<file path="src/rtl/ctrl_multicycle.sv">
// Multicycle RV32I control FSM: sequences fetch..writeback over a shared
// instruction/data memory, with memory wait states and an illegal-op trap.
module ctrl_multicycle #(
  parameter int ALU_CTRL_W = 3,
  parameter int MEM_LAT    = 0,
  parameter bit EN_BNE     = 1'b1
) (
  input  logic                  clk,
  input  logic                  rst,
  input  logic [6:0]            op,
  input  logic [2:0]            funct3,
  input  logic                  funct7b5,
  input  logic                  Zero,
  output logic                  PCWrite,
  output logic                  AdrSrc,
  output logic                  MemWrite,
  output logic                  IRWrite,
  output logic                  RegWrite,
  output logic [1:0]            ResultSrc,
  output logic [1:0]            ALUSrcA,
  output logic [1:0]            ALUSrcB,
  output logic [1:0]            ImmSrc,
  output logic [ALU_CTRL_W-1:0] ALUControl,
  output logic                  instr_done,
  output logic                  trap
);

  localparam logic [6:0] OP_LW  = 7'b0000011;
  localparam logic [6:0] OP_SW  = 7'b0100011;
  localparam logic [6:0] OP_R   = 7'b0110011;
  localparam logic [6:0] OP_I   = 7'b0010011;
  localparam logic [6:0] OP_JAL = 7'b1101111;
  localparam logic [6:0] OP_BR  = 7'b1100011;
  localparam logic [3:0] LAT    = 4'(MEM_LAT);

  typedef enum logic [3:0] {
    S_FETCH,
    S_DECODE,
    S_MEMADR,
    S_MEMREAD,
    S_MEMWB,
    S_MEMWRITE,
    S_EXECR,
    S_EXECI,
    S_ALUWB,
    S_JAL,
    S_BRANCH,
    S_ILLEGAL
  } state_t;

  state_t     r_state;
  state_t     w_next;
  logic [3:0] r_cnt;
  logic       r_trap;

  logic       w_memst;
  logic       w_last;
  logic       w_fin;
  logic       w_pcupd;
  logic       w_branch;
  logic       w_irw;
  logic       w_memw;
  logic       w_regw;
  logic       w_adr;
  logic       w_take;
  logic [1:0] w_res;
  logic [1:0] w_srca;
  logic [1:0] w_srcb;
  logic [1:0] w_aluop;
  logic [2:0] w_alu3;

  // Only the memory-facing states stretch; all others finish in one cycle.
  assign w_memst = (r_state == S_FETCH) ||
                   (r_state == S_MEMREAD) ||
                   (r_state == S_MEMWRITE);
  assign w_last  = (r_cnt == LAT);
  assign w_fin   = !w_memst || w_last;

  always_comb begin
    w_next = r_state;
    unique case (r_state)
      S_FETCH:    w_next = S_DECODE;
      S_DECODE: begin
        case (op)
          OP_LW,
          OP_SW:   w_next = S_MEMADR;
          OP_R:    w_next = S_EXECR;
          OP_I:    w_next = S_EXECI;
          OP_JAL:  w_next = S_JAL;
          OP_BR:   w_next = S_BRANCH;
          default: w_next = S_ILLEGAL;
        endcase
      end
      S_MEMADR:   w_next = op[5] ? S_MEMWRITE : S_MEMREAD;
      S_MEMREAD:  w_next = S_MEMWB;
      S_MEMWB:    w_next = S_FETCH;
      S_MEMWRITE: w_next = S_FETCH;
      S_EXECR:    w_next = S_ALUWB;
      S_EXECI:    w_next = S_ALUWB;
      S_ALUWB:    w_next = S_FETCH;
      S_JAL:      w_next = S_ALUWB;
      S_BRANCH:   w_next = S_FETCH;
      S_ILLEGAL:  w_next = S_ILLEGAL;
      default:    w_next = S_FETCH;
    endcase
  end

  always_ff @(posedge clk) begin
    if (rst) begin
      r_state <= S_FETCH;
      r_cnt   <= '0;
      r_trap  <= 1'b0;
    end else begin
      if (w_memst && !w_last) r_cnt <= r_cnt + 4'd1;
      else                    r_cnt <= '0;
      if (w_fin) r_state <= w_next;
      if (r_state == S_DECODE && w_next == S_ILLEGAL)
        r_trap <= 1'b1;
    end
  end

  always_comb begin
    w_pcupd  = 1'b0;
    w_branch = 1'b0;
    w_irw    = 1'b0;
    w_memw   = 1'b0;
    w_regw   = 1'b0;
    w_adr    = 1'b0;
    w_res    = 2'b00;
    w_srca   = 2'b00;
    w_srcb   = 2'b00;
    w_aluop  = 2'b00;
    unique case (r_state)
      S_FETCH: begin
        w_irw   = w_last;
        w_pcupd = w_last;
        w_srcb  = 2'b10;
        w_res   = 2'b10;
      end
      S_DECODE: begin
        w_srca = 2'b01;
        w_srcb = 2'b01;
      end
      S_MEMADR: begin
        w_srca = 2'b10;
        w_srcb = 2'b01;
      end
      S_MEMREAD: w_adr = 1'b1;
      S_MEMWB: begin
        w_res  = 2'b01;
        w_regw = 1'b1;
      end
      S_MEMWRITE: begin
        w_adr  = 1'b1;
        w_memw = w_last;
      end
      S_EXECR: begin
        w_srca  = 2'b10;
        w_aluop = 2'b10;
      end
      S_EXECI: begin
        w_srca  = 2'b10;
        w_srcb  = 2'b01;
        w_aluop = 2'b10;
      end
      S_ALUWB: w_regw = 1'b1;
      S_JAL: begin
        w_srca  = 2'b01;
        w_srcb  = 2'b10;
        w_pcupd = 1'b1;
      end
      S_BRANCH: begin
        w_srca   = 2'b10;
        w_aluop  = 2'b01;
        w_branch = 1'b1;
      end
      default: ;
    endcase
  end

  always_comb begin
    w_alu3 = 3'b000;
    unique case (w_aluop)
      2'b01: w_alu3 = 3'b001;
      2'b10: begin
        case (funct3)
          3'b000:  w_alu3 = (op[5] && funct7b5) ? 3'b001 : 3'b000;
          3'b010:  w_alu3 = 3'b101;
          3'b110:  w_alu3 = 3'b011;
          3'b111:  w_alu3 = 3'b010;
          default: w_alu3 = 3'b000;
        endcase
      end
      default: w_alu3 = 3'b000;
    endcase
  end

  always_comb begin
    case (op)
      OP_SW:   ImmSrc = 2'b01;
      OP_BR:   ImmSrc = 2'b10;
      OP_JAL:  ImmSrc = 2'b11;
      default: ImmSrc = 2'b00;
    endcase
  end

  assign w_take = (EN_BNE && funct3[0]) ? !Zero : Zero;

  // Strobes drop in the reset cycle itself so an interrupted store never lands.
  assign PCWrite    = !rst && (w_pcupd || (w_branch && w_take));
  assign IRWrite    = !rst && w_irw;
  assign MemWrite   = !rst && w_memw;
  assign RegWrite   = !rst && w_regw;
  assign instr_done = !rst && w_fin && (w_next == S_FETCH);

  assign AdrSrc     = w_adr;
  assign ResultSrc  = w_res;
  assign ALUSrcA    = w_srca;
  assign ALUSrcB    = w_srcb;
  assign ALUControl = ALU_CTRL_W'(w_alu3);
  assign trap       = r_trap;

endmodule

</file>
<file path="config.mk">
export PLATFORM = sky130hd
export DESIGN_NAME = ctrl_multicycle
export DESIGN_NICKNAME = d
export VERILOG_FILES = /design/src/rtl/ctrl_multicycle.sv
export SDC_FILE = /design/constraint.sdc
export NUM_CORES = 1
export LEC_CHECK = 0
export ABC_CLOCK_PERIOD_IN_PS = 4000
export CAP_MARGIN = 5
export CORE_UTILIZATION = 49
export CTS_BUF_LIST = sky130_fd_sc_hd__clkbuf_4 sky130_fd_sc_hd__clkbuf_8
export CTS_CLUSTER_DIAMETER = 200
export CTS_CLUSTER_SIZE = 24
export DETAILED_ROUTE_END_ITERATION = 8
export HOLD_SLACK_MARGIN = 0.03
export PLACE_DENSITY_LB_ADDON = 0.25
export SYNTH_ARGS = -nofsm -noshare
export SYNTH_HDL_FRONTEND = slang
export SYNTH_SLANG_ARGS = --single-unit
export TNS_END_PERCENT = 1
</file>
<file path="constraint.sdc">
create_clock -name clk -period 4 [get_ports clk]
set_clock_uncertainty 0.15 [all_clocks]
set_input_delay 0.4 -clock clk [delete_from_list [all_inputs] [get_ports clk]]
set_output_delay 0.4 -clock clk [all_outputs]
set_load 0.03 [all_outputs]
</file>
==> out/qor.yml, run 1 <==
floorplan:
  die_area_um2: 1950
  die_w_um: 44.2
  coreArea_um2: 1580
  fp.dieH_um: 44.2
  io_pins: 32
  start_util: 0.554
  num_rows: 14
layout:
  seqCellArea_um2: 180
  nFillCells: 122
  layoutNonFillerInstCount: 155
  fin_area_um2: 1190
  multi_input_area_um2: 624
  area_growth_pct: 36.5
  antenna_cells: 0
  drive_gt1_frac: 0.0935
  fin_util: 0.756
  finalNetCount: 158
power_and_ir_drop:
  p_leak_uw: 0.000458
  p_per_area_nw_per_um2: 315
  peakVddDrop_v: 0.000295
yosys:
  async_reset_ff_frac: 0
  synthCells: 110
  synth_top_area_frac: 0.206
  synth_edf_count: 0
  synth_nets: 128
  ys_ff_latch: 9
  synth_area_leaders: "dfxtp_1 21%, ha_1 5.7%, nor2_1 5.2%, nand2b_1 4.3%, and2_1 3.6%"
  syn_area_per_cell_um2: 7.94
  ys_warn_count: 0
  synth_area_um2: 873
  yosysUniqueCellTypes: 45
  synth_top_cell_by_area: "dfxtp_1"
  yosysSeqAreaShare: 0.206
  ys.flop_type: "dfxtp_1"
setup_path:
  r2r-start: "r_state[0]"
  startpoint: "r_state[1]"
  crit_required_ns: 3.45
  cp-end-kind: "primary output"
  reg2reg_depth: 3
  reg2reg_setup_slack_ns: 2.23
  critical_path.startpoint_type: "flip-flop"
  arrival_ns: 2.84
  endpoint: "ALUControl[2]"
  r2r_end: "r_state[3]"
  critical_path_class: "flip-flop to primary output"
  worst-path-max-fanout: 19
sta:
  worst_pin_slew_ns: 0.615
  setup_tns_ns: 0
  slew_viol_final: 0
  fin_crit_sh: 0.848
  fin_crit_ns: 3.39
  setup_viol: 0
  hold_violations: 0
  timing.fmax_ghz: 0.295
  rsz0062_at_grt: "false"
  max_slew_margin: 0.589
routing:
  drtPass1Iterations: 6
  wl_per_cell_um: 13.5
  via_per_inst: 5.63
  drc: 0
  postRouteWirelength_mm: 2.09
  route.antenna.remaining_nets: 0
  drt_iter0_markers: 36
  num_vias: 872
global_routing:
  grt_pass1_vias: 812
  antenna_found_initial: 0
  grt_use_total: 0.235
  grt-ovfl-total: 0
  grt_pass1_wl_mm: 3.48
  grt_max_degree: 20
status:
  status: "finished clean"
min_path:
  hold_class: "flip-flop to flip-flop"
clock_tree:
  cts_hold_buf: 0
  cts_tree: "yes"
  cts_root_buf: "clkbuf_4"
  h-tree-depth: 1
  clk_pin_slew_ns: 0.06
  cts_sinks: 9
  cts-resized-gates: 0
  postCtsSetupRepairBufs: 0
  clock_latency_ns: 0.27
  cts_made_buffers: 3
  cts_buffer_depth: 2
placement:
  dp_hpwl_mm: 1.62
  gp_congestion: 0.827
  postPlaceCellArea_um2: 1160
  place_inst: 151
  portBuffers: 31
run:
  drv_cap: 0
-- cells in the final DEF (no fill, tap or decap), types with 2 or more instances in the layout --
| cell | n |
|---|---|
| o21bai_1 | 2 |
| nand3_1 | 4 |
| ha_1 | 4 |
| clkbuf_4 | 3 |
| nand2b_1 | 6 |
| nor4_1 | 3 |
| a21oi_1 | 5 |
| and3b_1 | 2 |
| nor2_1 | 12 |
| dfxtp_1 | 9 |
| a211oi_1 | 2 |
| and2_1 | 5 |
| nor2b_1 | 2 |
| a22o_1 | 3 |
| xnor2_1 | 3 |
| nand2_1 | 5 |
| inv_1 | 7 |
| or3_1 | 4 |
| clkdlybuf4s50_1 | 31 |
| or2_1 | 2 |
-- layer usage --
layer  up-vias  global-route usage  wire [um]  share of wire
li1        459                   -          -              -
met1       381               0.295        928           0.44
met2        30               0.421       1020           0.49
met3         2              0.0367        116          0.055
met4         0              0.0545         23          0.011
met5         -                   0          0              0
-- flip-flops by register name (all words and copies together) (netlist names) --
name,flops
r_cnt,4
r_state,4
trap,1
-- report_power, final --
part	leakage, uW	switching (uW)	internal (uW)	total, uW
registers	0.0000735	22.5	96.7	119
clock network	0.0000177	36.7	37.1	73.8
logic	0.000367	96.4	86.5	183
-- Yosys cell counts, types with 2 or more instances --
library cell	count
ha_1	4
nor4_1	3
dfxtp_1	9
nand2_1	5
and2_1	5
a22o_1	3
a211oi_1	2
o21bai_1	2
xnor2_1	3
nand3_1	4
nand2b_1	6
or3_1	4
nor2b_1	2
a21oi_1	5
nor2_1	12
and3b_1	2
inv_1	7
or2_1	2
buf_2	4
-- cell families (layout without fill, tap and decap cells) --
logic type               count (synthesis)  after routing  synth area share
AO/OA/AOI/OAI                           23             23             0.222
buffers and inverters                   14             43            0.0788
flip-flops                               9              9             0.206
adder cells (fa/ha/maj)                  4              4            0.0573
AND/OR/NAND/NOR                         55             55             0.384
XOR/XNOR                                 4              4            0.0401
multiplexers                             1              1            0.0115
-- worst min path at each step --
| stage | from | to | slack (ns) | cells after the start |
|---|---|---|---|---|
| floorplan | r_cnt[0] | r_cnt[0] | 0.28 | 1 |
| global placement | r_cnt[0] | r_cnt[0] | 0.29 | 1 |
| detailed placement | r_cnt[0] | r_cnt[0] | 0.32 | 1 |
| CTS | trap | trap | 0.34 | 1 |
| global route | trap | trap | 0.37 | 1 |
| finish | trap | trap | 0.34 | 1 |
-- worst max-delay path: stages (launching register included) --
cell and delay, ns:
dfxtp_1 0.69, nand2b_1 0.18, or3_1 0.38, inv_1 0.08, ha_1 0.23, nor4_1 0.27
clkdlybuf4s50_1 0.74
-- final cells by class --
class                      instances  area share
clock buffer                       3      0.0189
clock inverter                     1     0.00420
inverter                           8      0.0252
multi-input combinational         87       0.524
sequential                         9       0.151
tap                               16      0.0168
timing repair buffer              31       0.260
-- stage by stage --
stage | power, uW | setup slack, ns | hold WS (ns)
final | 376 | 0.609 | 0.341
after floorplan | 241 | 1.13 | 0.280
after global routing | 397 | 0.445 | 0.365
after global placement | 300 | 1.05 | 0.291
after CTS | 378 | 0.607 | 0.341
after detailed placement | 303 | 0.922 | 0.320
Power figures use the tool's default switching activity.
==> inputs of run 2 (changes only) <==
--- a/config.mk
+++ b/config.mk
@@ -5,9 +5,9 @@
 export SDC_FILE = /design/constraint.sdc
 export NUM_CORES = 1
 export LEC_CHECK = 0
-export ABC_CLOCK_PERIOD_IN_PS = 4000
+export ABC_CLOCK_PERIOD_IN_PS = 3300
 export CAP_MARGIN = 5
-export CORE_UTILIZATION = 49
+export CORE_UTILIZATION = 46
 export CTS_BUF_LIST = sky130_fd_sc_hd__clkbuf_4 sky130_fd_sc_hd__clkbuf_8
 export CTS_CLUSTER_DIAMETER = 200
 export CTS_CLUSTER_SIZE = 24
==> constraint.sdc (replaced) <==
create_clock -name clk -period 3.3 [get_ports clk]
set_clock_uncertainty 0.15 [all_clocks]
set_input_delay 0.33 -clock clk [delete_from_list [all_inputs] [get_ports clk]]
set_output_delay 0.33 -clock clk [all_outputs]
set_load 0.03 [all_outputs]
==> run 2 against run 1 <==
Compared with the run above:
- combinational power increased by 31%
- total power increased by 23%
- sequential power increased by 12%
- largest power group unchanged
- non-clock buffer count increased by 3
- critical path type unchanged
- global-route usage decreased by 0.59 points
- critical endpoint unchanged
- highest routed layer unchanged
- utilization decreased by 5.4 points
- sequential share of layout area decreased by 0.42 points
- clock power increased by 19%
- sequential cell count unchanged
- count of clock-buffer cells in the layout unchanged
==> out/qor.yml, run 2 (same netlist as run 1, synthesis figures left out) <==
status:
  status: "finished clean"
floorplan:
  coreArea_um2: 1750
  die_w_um: 45.6
  num_rows: 15
  die_area_um2: 2080
  fp.dieH_um: 45.6
  start_util: 0.500
  io_pins: 32
sta:
  timing.fmax_ghz: 0.326
  fin_crit_sh: 0.931
  worst_pin_slew_ns: 0.475
  max_slew_margin: 0.683
  setup_tns_ns: 0
  setup_viol: 0
  slew_viol_final: 0
  hold_violations: 0
  rsz0062_at_grt: "false"
  fin_crit_ns: 3.07
routing:
  drt_iter0_markers: 19
  drc: 0
  num_vias: 920
  wl_per_cell_um: 12.5
  drtPass1Iterations: 4
  via_per_inst: 5.51
  postRouteWirelength_mm: 2.09
  route.antenna.remaining_nets: 0
layout:
  finalNetCount: 161
  area_growth_pct: 40.4
  layoutNonFillerInstCount: 167
  antenna_cells: 0
  layout_commonest_cell: "clkdlybuf4s50_1"
  final_cell_mix: "31 x clkdlybuf4s50_1, 12 x nor2_1, 9 x dfxtp_1, 7 x inv_1, 6 x nand2b_1"
  drive_gt1_frac: 0.113
  fin_util: 0.703
setup_path:
  critical_path_class: "flip-flop to primary output"
  slowest_delay_ns: 0.72
  worst-path-max-fanout: 12
  critical_path.startpoint_type: "flip-flop"
  cp-end-kind: "primary output"
  arrival_ns: 2.59
  crit_chain: "nand2b_1 -> or3_1 -> inv_1 -> ha_1 -> nor4_1 -> clkdlybuf4s50_1"
  crit_slowest_cell: "clkdlybuf4s50_1"
  crit_required_ns: 2.82
clock_tree:
  cts_made_buffers: 3
  cts_buffer_depth: 2
  clk_pin_slew_ns: 0.06
  cts_sinks: 9
  cts-resized-gates: 0
  cts_hold_buf: 0
  postCtsSetupRepairBufs: 0
  cts_root_buf: "clkbuf_4"
  clock_latency_ns: 0.27
  cts_tree: "yes"
  h-tree-depth: 1
power_and_ir_drop:
  p_leak_uw: 0.000474
  power.share.clock: 0.191
  total_power_uw: 461
  combPwrFrac: 0.519
  swShare: 0.409
  intPower_uw: 272
  power_switching_uw: 188
  peakVddDrop_v: 0.000322
  p_per_area_nw_per_um2: 376
  p_seq_frac: 0.289
global_routing:
  grt_pass1_wl_mm: 3.48
  grt_use_met2: 0.380
  grt_use_total: 0.230
  grtUsageMet1: 0.294
  antenna_found_initial: 0
  grt_max_degree: 17
  grt_pass1_vias: 801
  grt-ovfl-total: 0
  met3_usage: 0.0714
  top_usage_layer: "met2"
placement:
  place_inst: 163
  gp_congestion: 0.755
  dp_hpwl_mm: 1.65
  portBuffers: 31
min_path:
  hold_class: "flip-flop to flip-flop"
run:
  drv_cap: 0
run 2: area by class of cell:
type / instances / area [um^2]
clock buffers: 3 / 22.5
clock inverters: 1 / 5.00
fillers: 154 / 519
inverters: 8 / 30.0
multi-input cells: 87 / 624
flip-flops and latches: 9 / 180
well taps: 25 / 31.3
repair buffers: 34 / 333
run 2: metrics by stage:
step / hold slack, ns / setup slack, ns / instance area (um^2)
final: 0.325 / 0.229 / 1230
after global routing: 0.349 / 0.0809 / 1230
after CTS: 0.331 / 0.230 / 1230
after detailed placement: 0.317 / 0.503 / 1200
after global placement: 0.294 / 0.489 / 1200
after floorplan: 0.280 / 0.504 / 873
run 2: worst paths after layout:
check                        to  slack [ns]  depth (start not counted)  startpoint
setup / recovery  ALUControl[2]        0.23                          6  r_state[1]
hold / removal         r_cnt[0]        0.32                          1    r_cnt[0]
setup reg to reg     r_state[1]        1.52                          4  r_state[0]
hold reg to reg        r_cnt[0]        0.32                          1    r_cnt[0]
run 2: worst max-delay path, delay by kind of cell (launching register included):
kind | cells | cell delay, ns
fa+ha+maj | 1 | 0.24
flops | 1 | 0.54
buf+inv | 2 | 0.79
simple gates | 3 | 0.75
run 2: per-layer routing:
layer / wire length (um) / vias to the layer above / share of wire
met5: 0 / - / 0
met1: 939 / 432 / 0.45
met2: 1020 / 31 / 0.49
li1: - / 455 / -
met3: 121 / 2 / 0.058
met4: 10 / 0 / 0.0048
run 2: power groups by stage:
| stage | combinational (uW) | sequential (uW) | clock [uW] |
|---|---|---|---|
| CTS | 240 | 133 | 90.6 |
| finish | 239 | 133 | 88.1 |
| detailed placement | 240 | 136 | 0 |
| floorplan | 163 | 129 | 0 |
| global placement | 235 | 135 | 0 |
| global route | 256 | 135 | 94.3 |
